$ cat src/rtl/imem_loader.sv
// imem_loader: boot-time instruction loader.
// Accepts a byte stream (LEN_LO, LEN_HI, then 4*LEN data bytes, LSB first per
// word), assembles 32-bit words and writes them to imemory while holding the
// pipeline in reset. Optional trailing checksum byte: define
// IMEM_LOADER_CHECKSUM_EN to enable the CHK state and the XOR check.
module imem_loader #(
    parameter int unsigned              ADDR_W    = 32,
    parameter int unsigned              DATA_W    = 32,
    parameter logic [ADDR_W-1:0]        BASE_ADDR = '0
) (
    input  logic              clk,
    input  logic              rst,
    input  logic              start,
    input  logic              in_valid,
    input  logic [7:0]        in_data,
    output logic              in_ready,
    output logic              mem_wen,
    output logic [ADDR_W-1:0] mem_addr,
    output logic [DATA_W-1:0] mem_wdata,
    output logic              cpu_rst,
    output logic              busy,
    output logic              done,
    output logic              err
);

    typedef enum logic [2:0] {
        S_IDLE,
        S_LEN_LO,
        S_LEN_HI,
        S_BYTE,
        S_WRITE,
        S_DONE
`ifdef IMEM_LOADER_CHECKSUM_EN
        ,
        S_CHK
`endif
    } state_t;

    state_t              r_state;
    state_t              w_next;

    logic [7:0]          r_len_lo;
    logic [15:0]         r_left;
    logic [1:0]          r_bcnt;
    logic [23:0]         r_word;
    logic [DATA_W-1:0]   r_wdata;
    logic [ADDR_W-1:0]   r_addr;

    logic                w_in_ready;
    logic                w_accept;
    logic                w_start;
    logic                w_last;
    logic [15:0]         w_len;

`ifdef IMEM_LOADER_CHECKSUM_EN
    logic [7:0]          r_xor;
    logic                r_err;
`endif

    assign w_accept = in_valid && w_in_ready;
    assign w_start  = start && ((r_state == S_IDLE) || (r_state == S_DONE));
    assign w_last   = (r_left == 16'd1);
    assign w_len    = {in_data, r_len_lo};

    // State register
    always_ff @(posedge clk) begin
        if (rst) begin
            r_state <= S_IDLE;
        end else begin
            r_state <= w_next;
        end
    end

    // Next-state decode and state-derived outputs
    always_comb begin
        w_next     = r_state;
        w_in_ready = 1'b0;
        mem_wen    = 1'b0;
        busy       = 1'b1;
        cpu_rst    = 1'b1;
        done       = 1'b0;
        case (r_state)
            S_IDLE: begin
                busy = 1'b0;
                if (start) w_next = S_LEN_LO;
            end
            S_LEN_LO: begin
                w_in_ready = 1'b1;
                if (in_valid) w_next = S_LEN_HI;
            end
            S_LEN_HI: begin
                w_in_ready = 1'b1;
                if (in_valid) begin
                    if (w_len == 16'd0) begin
`ifdef IMEM_LOADER_CHECKSUM_EN
                        w_next = S_CHK;
`else
                        w_next = S_DONE;
`endif
                    end else begin
                        w_next = S_BYTE;
                    end
                end
            end
            S_BYTE: begin
                w_in_ready = 1'b1;
                if (in_valid && (r_bcnt == 2'd3)) w_next = S_WRITE;
            end
            S_WRITE: begin
                mem_wen = 1'b1;
                if (w_last) begin
`ifdef IMEM_LOADER_CHECKSUM_EN
                    w_next = S_CHK;
`else
                    w_next = S_DONE;
`endif
                end else begin
                    w_next = S_BYTE;
                end
            end
`ifdef IMEM_LOADER_CHECKSUM_EN
            S_CHK: begin
                w_in_ready = 1'b1;
                if (in_valid) w_next = S_DONE;
            end
`endif
            S_DONE: begin
                busy    = 1'b0;
                cpu_rst = 1'b0;
                done    = 1'b1;
                if (start) w_next = S_LEN_LO;
            end
            default: begin
                w_next = S_IDLE;
            end
        endcase
    end

    // Datapath: length capture, word assembly, address and word counters
    always_ff @(posedge clk) begin
        if (rst) begin
            r_len_lo <= '0;
            r_left   <= '0;
            r_bcnt   <= '0;
            r_word   <= '0;
            r_wdata  <= '0;
            r_addr   <= '0;
`ifdef IMEM_LOADER_CHECKSUM_EN
            r_xor    <= '0;
            r_err    <= 1'b0;
`endif
        end else begin
            if (w_start) begin
                r_addr <= BASE_ADDR;
                r_bcnt <= '0;
`ifdef IMEM_LOADER_CHECKSUM_EN
                r_xor  <= '0;
                r_err  <= 1'b0;
`endif
            end
            if (w_accept) begin
                case (r_state)
                    S_LEN_LO: r_len_lo <= in_data;
                    S_LEN_HI: r_left   <= w_len;
                    S_BYTE: begin
                        r_bcnt <= r_bcnt + 2'd1;
`ifdef IMEM_LOADER_CHECKSUM_EN
                        r_xor  <= r_xor ^ in_data;
`endif
                        case (r_bcnt)
                            2'd0:    r_word[7:0]   <= in_data;
                            2'd1:    r_word[15:8]  <= in_data;
                            2'd2:    r_word[23:16] <= in_data;
                            default: r_wdata       <= {in_data, r_word};
                        endcase
                    end
`ifdef IMEM_LOADER_CHECKSUM_EN
                    S_CHK: r_err <= (in_data != r_xor);
`endif
                    default: ;
                endcase
            end
            if (r_state == S_WRITE) begin
                r_left <= r_left - 16'd1;
                r_addr <= r_addr + ADDR_W'(1);
            end
        end
    end

    assign in_ready  = w_in_ready;
    assign mem_addr  = r_addr;
    assign mem_wdata = r_wdata;
`ifdef IMEM_LOADER_CHECKSUM_EN
    assign err = r_err;
`else
    assign err = 1'b0;
`endif

endmodule

$ cat config.mk
export PLATFORM = sky130hd
export DESIGN_NAME = imem_loader
export DESIGN_NICKNAME = d
export VERILOG_FILES = /design/src/rtl/imem_loader.sv
export SDC_FILE = /design/constraint.sdc
export NUM_CORES = 1
export LEC_CHECK = 0
export CORE_MARGIN = 1
export CORE_UTILIZATION = 40
export CTS_CLUSTER_DIAMETER = 100
export DETAILED_ROUTE_END_ITERATION = 8
export PLACE_DENSITY_LB_ADDON = 0.15
export SYNTH_ARGS = -nofsm -noshare
export SYNTH_HDL_FRONTEND = slang
export SYNTH_SLANG_ARGS = --single-unit
export TNS_END_PERCENT = 20
$ cat constraint.sdc
create_clock -name clk -period 2.4 [get_ports clk]
set_clock_uncertainty 0.15 [all_clocks]
set_input_delay 0.48 -clock clk [delete_from_list [all_inputs] [get_ports clk]]
set_output_delay 0.48 -clock clk [all_outputs]
set_load 0.005 [all_outputs]
# == Word-level counts from Yosys, hierarchy flattened ==
# Index checks and enable logic that the tools add are counted.
# W data, S select, Z words.
# word_totals
register_bits,117
input_bits,12
output_inout_bits,70
wordCells,66
# classes
addsub,3
eq_ne,13
muxes,20
bitwise,1
n_reduce_logical,20
# ops
cell,n
$mux W32,2
$mux W16,3
$add A32 B1 Y32 const B,1
$mux W3,6
$eq A16 B1 Y1 const B,1
$logic_not A16 Y1,1
$sub A16 B1 Y16 const B,1
$pmux W3 S5,1
$reduce_and A3 Y1,4
$eq A3 B2 Y1 const B,2
$eq A3 B3 Y1 const B,2
$mux W2,3
$ne A2 B2 Y1 const B,3
$reduce_bool A2 Y1,3
$reduce_or A3 Y1,2
$mux W1,5
$eq A2 B2 Y1 const B,2
$reduce_and A2 Y1,2
$reduce_and A4 Y1,1
$eq A3 B1 Y1 const B,1
$logic_and A1 B1 Y1,3
$logic_not A3 Y1,1
$add A2 B1 Y2 const B,1
$eq A2 B1 Y1 const B,1
5 further kinds,5

# == Depth between registers and ports, before layout ==
# Gate-level depths: netlist (run 1).
# depth
ltp_word,6
mapped_depth,8
ltp_nobuf,6

# == Worst setup path before layout (run 1) ==
# No wires, ideal clock.
# synth_timing
path_kind,register -> register
startpoint,register r_left[6]
endpoint,register r_state[2]
setup_ps,91
arrival_time_ps,2048
setup_slack_ps,111
stages_incl_launch_ff,6
path_buffers,1
cell_sequence,dfxtp_1 -> or4_4 -> or3_1 -> buf_2 -> or4_1 -> a311oi_1
# synth_via
elab_chain_len,3
# synth_rtl
item,line_no,source
"start, declared",43,logic [15:0] r_left;
"start signal, assigned",164,S_LEN_HI: r_left <= w_len;
"start signal, assigned",184,r_left <= r_left - 16'd1;
$eq A16 B1 Y1,62,assign w_last = (r_left == 16'd1);
$mux W3,111,if (w_last) begin
$pmux W3 S5,82,case (r_state)
"end signal, assigned",70,r_state <= w_next;
"end, declared",39,state_t r_state;
# No other way between the ends.
# A chain may end at the register's enable or synchronous reset.

# == Final worst setup path (run 1) ==
# layout_timing
startpoint,register r_state[1]
endpoint,output port busy
# layout_via
elab_chain_len,3
# layout_rtl
item,line_no,source
$eq A3 B3 Y1 or $logic_not A3 Y1 (tied branches),82,
$reduce_or A2 Y1 (no line) *,--,
$mux W1 *,82,
"end, declared",21,"output logic busy,"
# Every way passes the cells marked *; elsewhere a longest branch is shown, timed or not.

==> impl_metrics.ini, run 1 <==
[grt]
grt_overflow = 0
antenna_found_initial = 0
grt_pass1_vias = 4373
grtUsageTotal = 0.204
grt_pass1_wl_mm = 21.5
grt_max_degree = 67

[final_layout]
final_cells = 913
final_common_cell = nand2_1
layout_common_cells = nand2_1 (130), dfxtp_1 (116), a21oi_1 (83)
antenna_cells = 0
drive_above_1_share = 0.120
syn_to_final_growth_pct = 34.0
fin_nets = 747

[synthesis]
yosysTopAreaCellShare = 0.452
ys_seq_elements = 117
netlist_area_sq_um = 5180
syn_nets = 664
ys.flop_type = dfxtp_1
synth_area_per_cell_sq_um = 8.04
netlist_instances = 645
synthArstFlopShare = 0
synth_warnings = 0
synth.area.top_cells = dfxtp_1 (45%), nand2_1 (9.5%), a21oi_1 (8.0%)
synth_edf_count = 0
yosysUniqueCellTypes = 49
yosys.area.top_type = dfxtp_1
ys_seq_area_frac = 0.452

[sta]
finalCritPeriodShare = 0.977
period_minus_slack_ns = 2.34
hold_violations = 0
fmax_ghz = 0.426
hold_ws_ns = 0.302
rsz0062_at_grt = yes
setup-violations-final = 0
setup_ws_ns = 0.0550
drv_slew = 0

[clock_tree]
cts_buffers = 17
clkTransAtPathRegs_ns = 0.05
cts_root_buffer = clkbuf_16
cts.sinks = 117
h-tree-depth = 4
clockBufferDepth = 2
clk_latency_ns = 0.41
cts_tree = done
postCtsHoldBufs = 0

[min_path]
hp-class = flop to flop

[floorplanning]
core_sq_um = 12600
die-height_um = 116
die_w_um = 116
start_util = 0.411
ioPinCount = 82
die-area_sq_um = 13400
num_rows = 41

[power_and_ir_drop]
power.density_nw_per_um2 = 726
p_leak_nw = 2.34
peakVddDrop_uv = 402

[setup_path]
cp_slowest_cell = clkdlybuf4s50_1
worstPathRequired_ns = 1.77
endpoint_kind = primary output
path_max_fanout = 12
startpoint_type = flop
worst_path_largest_cell_delay_ns = 0.53
crit_type = flop to primary output
cp_cell_sequence = buf_4 > inv_1 > nand2_1 > clkdlybuf4s50_1
arrival_ns = 1.71

[placed_design]
gp_congestion = 0.804
numPortBuffers = 80
dp.cells = 880
dp_hpwl_mm = 9.01
dpl_worst_slack_ns = 0.0792

[drt]
drc = 0
drt-initial-drc-count = 289
wirelength_mm = 13.5
ant_nets = 0
drtPass1Iterations = 5
num_vias = 4971
wl_per_cell_um = 14.7
routed_via_density = 5.44

[run]
max-cap-violations = 0

[outcome]
outcome = completed
==> metrics by stage <==
step / cell area (sq um) / TNS (ns) / utilization / total power, mW
CTS: 6940 / 0 / 0.550 / 5.08
global placement: 6290 / 0 / 0.498 / 2.38
global route: 6950 / -0.0425 / 0.551 / 5.21
detailed placement: 6290 / 0 / 0.498 / 2.38
finish: 6950 / 0 / 0.551 / 5.05
floorplan: 5180 / 0 / - / 2.23
==> cell usage after synthesis (2+ instances only) <==
master and instances:
nand4_1 4, or3_1 13, or2_2 14, o31ai_1 2
or4_1 9, a21oi_1 83, nor4bb_1 2, nand2b_1 2
inv_1 13, a2bb2oi_1 2, dfxtp_1 117, nor4_1 5
a311oi_1 2, a31oi_1 15, o41ai_1 4, or3b_2 2
xnor2_1 2, and3_1 5, nor2b_1 6, and2_1 3
and4_1 8, mux2i_1 17, o21ai_0 11, o211ai_1 9
nand3_1 43, nand2_1 131, o311ai_0 13, clkbuf_1 45
nor3_1 16, ha_1 7, nor2_1 22
==> area by class of cell <==
type                            count  area, sq um
Fill cell                        1196         5670
Multi-Input combinational cell    467         2630
Sequential cell                   117         2340
Timing Repair Buffer              111         1070
Clock buffer                       19          453
Tap cell                          172          215
Clock inverter                     13          179
Inverter                           14         55.1
==> cells by family (layout without fill, tap and decap cells) <==
kind of cell             Yosys count  in the layout  synth area share
XOR/XNOR                           2              2           0.00338
multiplexers                      18             18            0.0350
flip-flops                       117            117             0.452
AO/OA/AOI/OAI                    149            149             0.174
AND/OR/NAND/NOR                  290            290             0.274
other                              1              1          0.000723
adder cells (fa/ha/maj)            7              7            0.0169
buffers and inverters             61            157            0.0451
==> where the power goes <==
part / internal [mW] / switching [mW] / total (mW) / leakage, nW
sequential: 1.97 / 0.0212 / 1.99 / 0.944
combinational: 0.152 / 0.208 / 0.360 / 1.10
clock: 1.78 / 0.910 / 2.69 / 0.301
==> worst paths after layout <==
path              slack (ns)  cells past startpoint      endpoint         start
setup / recovery        0.06                      4          busy    r_state[1]
hold reg to reg         0.30                      2  mem_wdata[9]  mem_wdata[9]
setup reg to reg        0.09                      4    r_left[15]    r_left[11]
hold / removal          0.30                      2  mem_wdata[9]  mem_wdata[9]
==> worst max-delay path: cells and delay by family, from the launching register on <==
family	cells	cell delay (ns)
buffers and inverters	3	0.87
flip-flops	1	0.33
AND/OR/NAND/NOR	1	0.10
==> state kept, by name (all words and copies together) (netlist names) <==
| register | count |
|---|---|
| mem_addr | 32 |
| mem_wdata | 32 |
| r_word | 24 |
| r_left | 16 |
| r_len_lo | 8 |
| r_state | 3 |
| r_bcnt | 2 |
==> per-layer routing <==
layer / vias to the layer above / global-route usage / part of all wire
met2: 123 / 0.310 / 0.44
met3: 18 / 0.0523 / 0.046
met4: 0 / 0.0769 / 0.016
met5: - / 0 / 0
li1: 2470 / - / -
met1: 2360 / 0.278 / 0.49
==> repair_timing <==
action	CTS	global route
gates resized for setup	5	3
setup endpoints to repair	2	4
pin swaps	0	0
buffers inserted	1	0
Note: power is estimated with default switching activity, not from simulation.
==> run 2: changes to the inputs <==
--- a/config.mk
+++ b/config.mk
@@ -7,5 +7,5 @@
 export LEC_CHECK = 0
 export CORE_MARGIN = 1
-export CORE_UTILIZATION = 40
+export CORE_UTILIZATION = 50
 export CTS_CLUSTER_DIAMETER = 100
 export DETAILED_ROUTE_END_ITERATION = 8
==> constraint.sdc (replaced) <==
create_clock -name clk -period 2.9 [get_ports clk]
set_clock_uncertainty 0.15 [all_clocks]
set_input_delay 0.58 -clock clk [delete_from_list [all_inputs] [get_ports clk]]
set_output_delay 0.58 -clock clk [all_outputs]
set_load 0.02 [all_outputs]
==> run 2 against run 1 <==
- clock power down 27%
- sequential cell count stayed put
- clock-buffer cell count up 1
- combinational power shrank 22%
- die area shrank 20%
- hold slack gained 0.0021 ns
- setup slack better by 0.049 ns
- cell count shrank 5.6%
- register-to-register slack improved by 0.40 ns
- non-clock buffer count fell by 12
- largest cell class unchanged
- largest power group unchanged
- highest routed layer unchanged
==> impl_metrics.ini, run 2 (same netlist as run 1, synthesis figures left out) <==
[min_path]
hp-class = flop to flop

[floorplanning]
ioPinCount = 82
core_sq_um = 9910
die-height_um = 104
start_util = 0.523
die_w_um = 104
num_rows = 36
die-area_sq_um = 10800

[power_and_ir_drop]
pwr-share-clk = 0.504
peakVddDrop_uv = 434
p_sw_frac = 0.240
p_total_mw = 3.89
p_leak_nw = 2.24
power.density_nw_per_um2 = 582
p_seq_frac = 0.424
p_sw_mw = 0.936
p_int_mw = 2.96
combPwrFrac = 0.072

[run]
max-cap-violations = 0

[setup_path]
endpoint_kind = primary output
startpoint_type = flop
cp_slowest_cell = clkdlybuf4s50_1
crit_type = flop to primary output
ff2ff_setup_slack_ns = 0.49
worstPathRequired_ns = 2.17
worst_path_largest_cell_delay_ns = 0.58
cp_cell_sequence = buf_4 > xnor2_1 > nand2_1 > clkdlybuf4s50_1
path_max_fanout = 15
arrival_ns = 2.07

[grt]
grt_pass1_wl_mm = 21.9
grt_pass1_vias = 4491
grtUsageTotal = 0.251
antenna_found_initial = 0
grt_overflow = 0
grt_max_degree = 68

[final_layout]
syn_to_final_growth_pct = 29.0
fin_util = 0.675
antenna_cells = 0
fin_nets = 735
drive_above_1_share = 0.0960
final_common_cell = nand2_1
layout_common_cells = nand2_1 (131), dfxtp_1 (117), a21oi_1 (83)
post-route-cell-area_sq_um = 6690

[clock_tree]
post_cts_buffers = 0
clockBufferDepth = 2
cts.sinks = 117
postCtsHoldBufs = 0
cts_root_buffer = clkbuf_8
clk_latency_ns = 0.52
cts_tree = done
h-tree-depth = 4
cts_buffers = 17
clkTransAtPathRegs_ns = 0.06

[sta]
hold_ws_ns = 0.304
fmax_ghz = 0.358
rsz0062_at_grt = no
setup-violations-final = 0
drv_slew = 0
worst_pin_slew_ns = 0.571
finalCritPeriodShare = 0.964
relSlewSlack = 0.617
finalSetupTns_ns = 0
hold_violations = 0
period_minus_slack_ns = 2.80

[placed_design]
placed_area_sq_um = 6130
gp_congestion = 0.807
dp_hpwl_mm = 8.89
numPortBuffers = 80

[drt]
wl_per_cell_um = 15.4
routed_via_density = 5.76
drc = 0
drt-initial-drc-count = 317
drtPass1Iterations = 5
num_vias = 4964
ant_nets = 0
wirelength_mm = 13.3

[outcome]
outcome = completed
==> run 2: cell types whose count changed in the layout (fill, tap and decap cells not counted), sizes merged <==
cell           before  now
buf                32   20
clkinv              4    7
bufinv              4    2
clkbuf             19   20
clkdlybuf4s50      79   78
clkinvlp            4    3
dlygate4sd2         0    1
inv                15   14
==> run 2: area by class of cell <==
class | instances | area (sq um)
clock buffers | 20 | 425
clock inverters | 12 | 133
fillers | 837 | 3220
inverters | 14 | 52.6
multi-input cells | 467 | 2620
flip-flops and latches | 117 | 2340
well taps | 133 | 166
repair buffers | 99 | 952
==> run 2: final timing paths <==
check / from / end / depth (start not counted)
max: r_state[0] / busy / 4
min: mem_wdata[14] / mem_wdata[14] / 2
max reg2reg: r_state[1] / mem_addr[20] / 5
min reg2reg: mem_wdata[14] / mem_wdata[14] / 2
==> run 2: per-stage QoR <==
| stage | setup slack [ns] | cells |
|---|---|---|
| after CTS | 0.0896 | 862 |
| after floorplan | 0.611 | 645 |
| after global placement | 0.447 | 830 |
| final | 0.105 | 862 |
| after detailed placement | 0.400 | 830 |
| after global routing | 0.0130 | 862 |
==> run 2: per-layer routing <==
| layer | global-route usage | wire [um] | part of all wire | vias up |
|---|---|---|---|---|
| li1 | - | - | - | 2448 |
| met1 | 0.324 | 6080 | 0.46 | 2359 |
| met2 | 0.407 | 6300 | 0.48 | 137 |
| met3 | 0.0585 | 641 | 0.048 | 20 |
| met4 | 0.0980 | 240 | 0.018 | 0 |
| met5 | 0 | 0 | 0 | - |
==> run 2: repair_timing <==
| item | in CTS | in global routing |
|---|---|---|
| resized for setup | 1 | 0 |
| hold endpoints to repair | 0 | 0 |
| setup endpoints to repair | 1 | 0 |
==> run 2: worst max-delay path, delay by kind of cell (launching register included) <==
| family | cells | cell delay, ns |
|---|---|---|
| and+or+nand+nor | 1 | 0.09 |
| xor gates and xnor gates | 1 | 0.39 |
| buffers and inverters | 2 | 0.76 |
| DFF | 1 | 0.31 |
==> run 2: power by group through the flow <==
stage | logic, mW | clock network, mW | registers [mW]
after global placement | 0.272 | 0 | 1.68
after detailed placement | 0.277 | 0 | 1.68
after CTS | 0.278 | 1.98 | 1.65
after floorplan | 0.177 | 0 | 1.68
final | 0.280 | 1.96 | 1.65
after global routing | 0.303 | 2.07 | 1.65
==> patch, RTL diff (settings of run 1) <==
Encoding of `state_t`: now Gray code (3 bits for 6 states).
--- a/src/rtl/imem_loader.sv
+++ b/src/rtl/imem_loader.sv
@@ -26,8 +26,8 @@
     typedef enum logic [2:0] {
-        S_IDLE,
-        S_LEN_LO,
-        S_LEN_HI,
-        S_BYTE,
-        S_WRITE,
-        S_DONE
+        S_IDLE   = 3'b000,
+        S_LEN_LO = 3'b001,
+        S_LEN_HI = 3'b011,
+        S_BYTE   = 3'b010,
+        S_WRITE  = 3'b110,
+        S_DONE   = 3'b111
 `ifdef IMEM_LOADER_CHECKSUM_EN
Check against the original RTL: no difference found for any inputs over 10 cycles, from zero or initial values and one cycle with rst high; not proved beyond that.
==> patch against run 1 <==
- sequential cell count unchanged
- setup slack got worse by 15 ps
- routed wire length rose by 1.2%
- power up 2.9%
- synthesized area up 0.31%
- design area is 0.61% higher
- die area increased by 0.31%
- register-to-register slack better by 160 ps
- critical path type unchanged
==> patch: results (changes against run 1) <==
Global routing
- **total track usage** 21.8%, was 20.4%
- **wire length of the first global-routing pass** 22600 um, was 21500 um
- **pin count of the biggest net entering global routing** 47, was 67
- **via count of the first global-routing pass** 4547, was 4373

Yosys
- **Synth Net Count** 657, was 664
- **Primary FF master, synth** sky130_fd_sc_hd__dfxtp_1, unchanged
- **sequential element share of the synthesized area** 45.0%, was 45.2%
- **largest cells by area after synthesis** sky130_fd_sc_hd__dfxtp_1 45%, sky130_fd_sc_hd__a21oi_1 8.7%, sky130_fd_sc_hd__nand2_1 8.4%, sky130_fd_sc_hd__nand3_1 4.2%, sky130_fd_sc_hd__clkbuf_1 2.7%, was sky130_fd_sc_hd__dfxtp_1 45%, sky130_fd_sc_hd__nand2_1 9.5%, sky130_fd_sc_hd__a21oi_1 8.0%, sky130_fd_sc_hd__nand3_1 4.2%, sky130_fd_sc_hd__mux2i_1 3.3%
- **mean instance size in the synthesized netlist** 8.15 um^2, was 8.04 um^2
- **most common library cells after synthesis** 117 x sky130_fd_sc_hd__dfxtp_1, 116 x sky130_fd_sc_hd__nand2_1, 90 x sky130_fd_sc_hd__a21oi_1, 44 x sky130_fd_sc_hd__nand3_1, 37 x sky130_fd_sc_hd__clkbuf_1, was 131 x sky130_fd_sc_hd__nand2_1, 117 x sky130_fd_sc_hd__dfxtp_1, 83 x sky130_fd_sc_hd__a21oi_1, 45 x sky130_fd_sc_hd__clkbuf_1, 43 x sky130_fd_sc_hd__nand3_1
- **number of library cell types mapped by synthesis** 57, was 49

Setup path
- **Reg2Reg Launch Point** r_left[9], was r_left[11]
- **internal reg-to-reg setup slack** 250 ps, was 90 ps
- **crit path launch** r_state[2], was r_state[1]
- **slowest stage delay, CP** 450 ps, was 530 ps
- **maximum fanout count along the critical path** 13, was 12
- **arrival time at the worst endpoint** 1730 ps, was 1710 ps

Power
- **Max VDD drop** 375 uV, was 402 uV
- **leakage power summed over all cells** 2.34 nW, about the same

Routing
- **routed wirelength normalized by instance count** 14.9 um, was 14.7 um
- **Iteration-0 DRC Markers** 281, was 289
- **average vias per placed instance** 5.39, was 5.44

Hold path
- **depth of the worst hold-timing path** 2, unchanged
- **class of the tightest hold or removal check** in -> reg, was reg -> reg
- **Hold Path Sink** mem_addr[18], was mem_wdata[9]
- **source of the worst hold timing path** rst, was mem_wdata[9]

Cells and area
- **final net count** 749, was 747
- **filler instances** 1230, was 1196
- **Layout Cells excl Fill** 914, was 913
- **share of post-route cells with drive strength above 1** 12.8%, was 12.0%

Placement
- **detailed placement HPWL** 9310 um, was 9010 um
- **Final GP Congestion** 0.821, was 0.804
- **# placed instances** 883, was 880
- **Placed Instance Area** 6340 um^2, was 6290 um^2
- **number of input and output port buffers inserted** 80, unchanged

Status
- **outcome** complete, no violations, unchanged

Timing
- **final sum of negative setup slack** 0 ps, unchanged

Clock network
- **post-CTS setup buffer count** 0, was 1

==> patch: logic make-up after synthesis <==
| kind of cell | share of synthesized area (%) |
|---|---|
| AND/OR/NAND/NOR | 27.6 |
| AO/OA/AOI/OAI | 17.1 |
| flip-flops | 45.0 |
| buffers and inverters | 5.12 |
| multiplexers | 3.06 |
| adder cells (fa/ha/maj) | 1.68 |
| XOR/XNOR | 0.337 |
| other | 0.0721 |
==> patch: where the power goes <==
group	internal (mW)	total (mW)	leakage (nW)	switching, mW
Sequential	1.99	2.02	0.944	0.0382
Combinational	0.216	0.497	1.10	0.282
Clock	1.76	2.67	0.295	0.911
==> patch: per-layer routing <==
| metal | up-vias | GRT usage [%] | routed length (um) |
|---|---|---|---|
| met1 | 2299 | 29.7 | 6540 |
| met4 | 0 | 9.49 | 200 |
| met2 | 144 | 33.1 | 6130 |
| met3 | 18 | 5.07 | 758 |
| met5 | - | 0 | 0 |
| li1 | 2468 | - | - |
==> patch: cell type report <==
class                           instances  area [um^2]  area share (%)
Sequential cell                       117         2340            33.5
Timing Repair Buffer                  118         1130            16.2
Inverter                               14         52.6           0.751
Clock inverter                         12          179            2.56
Multi-Input combinational cell        462         2630            37.6
Tap cell                              172          215            3.08
Clock buffer                           19          443            6.33
==> patch: timing repair <==
item / in CTS / in global routing
gates resized for setup: 6 / 4
gates cloned: 0 / 0
setup endpoints to repair: 4 / 5
pin swaps: 0 / 0
==> patch: worst max-delay path by stage <==
| stage | endpoint | cells past startpoint | slack [ps] |
|---|---|---|---|
| floorplan | mem_addr[19] | 5 | 310 |
| finish | busy | 4 | 40 |
| detailed placement | r_state[2] | 5 | 60 |
| global placement | r_state[0] | 5 | 160 |
| CTS | done | 4 | 9 |
| global route | busy | 4 | -30 |
==> patch: worst max-delay path, delay by kind of cell, from the launching register on <==
| family | cells | cell delay (ps) |
|---|---|---|
| buffers and inverters | 2 | 600 |
| AND/OR/NAND/NOR | 2 | 370 |
| flip-flops | 1 | 340 |
==> patch: per-stage QoR <==
step | hold WS, ps | worst slack, ps | utilization (%) | total power [mW]
3_5_place_dp | 296 | 64.0 | 50.0 | 2.54
3_3_place_gp | 295 | 162 | 50.0 | 2.53
4_1_cts | 224 | 9.04 | 55.1 | 5.24
2_1_floorplan | 282 | 315 | - | 2.34
6_report | 242 | 39.6 | 55.2 | 5.19
5_1_grt | 240 | -30.3 | 55.2 | 5.39
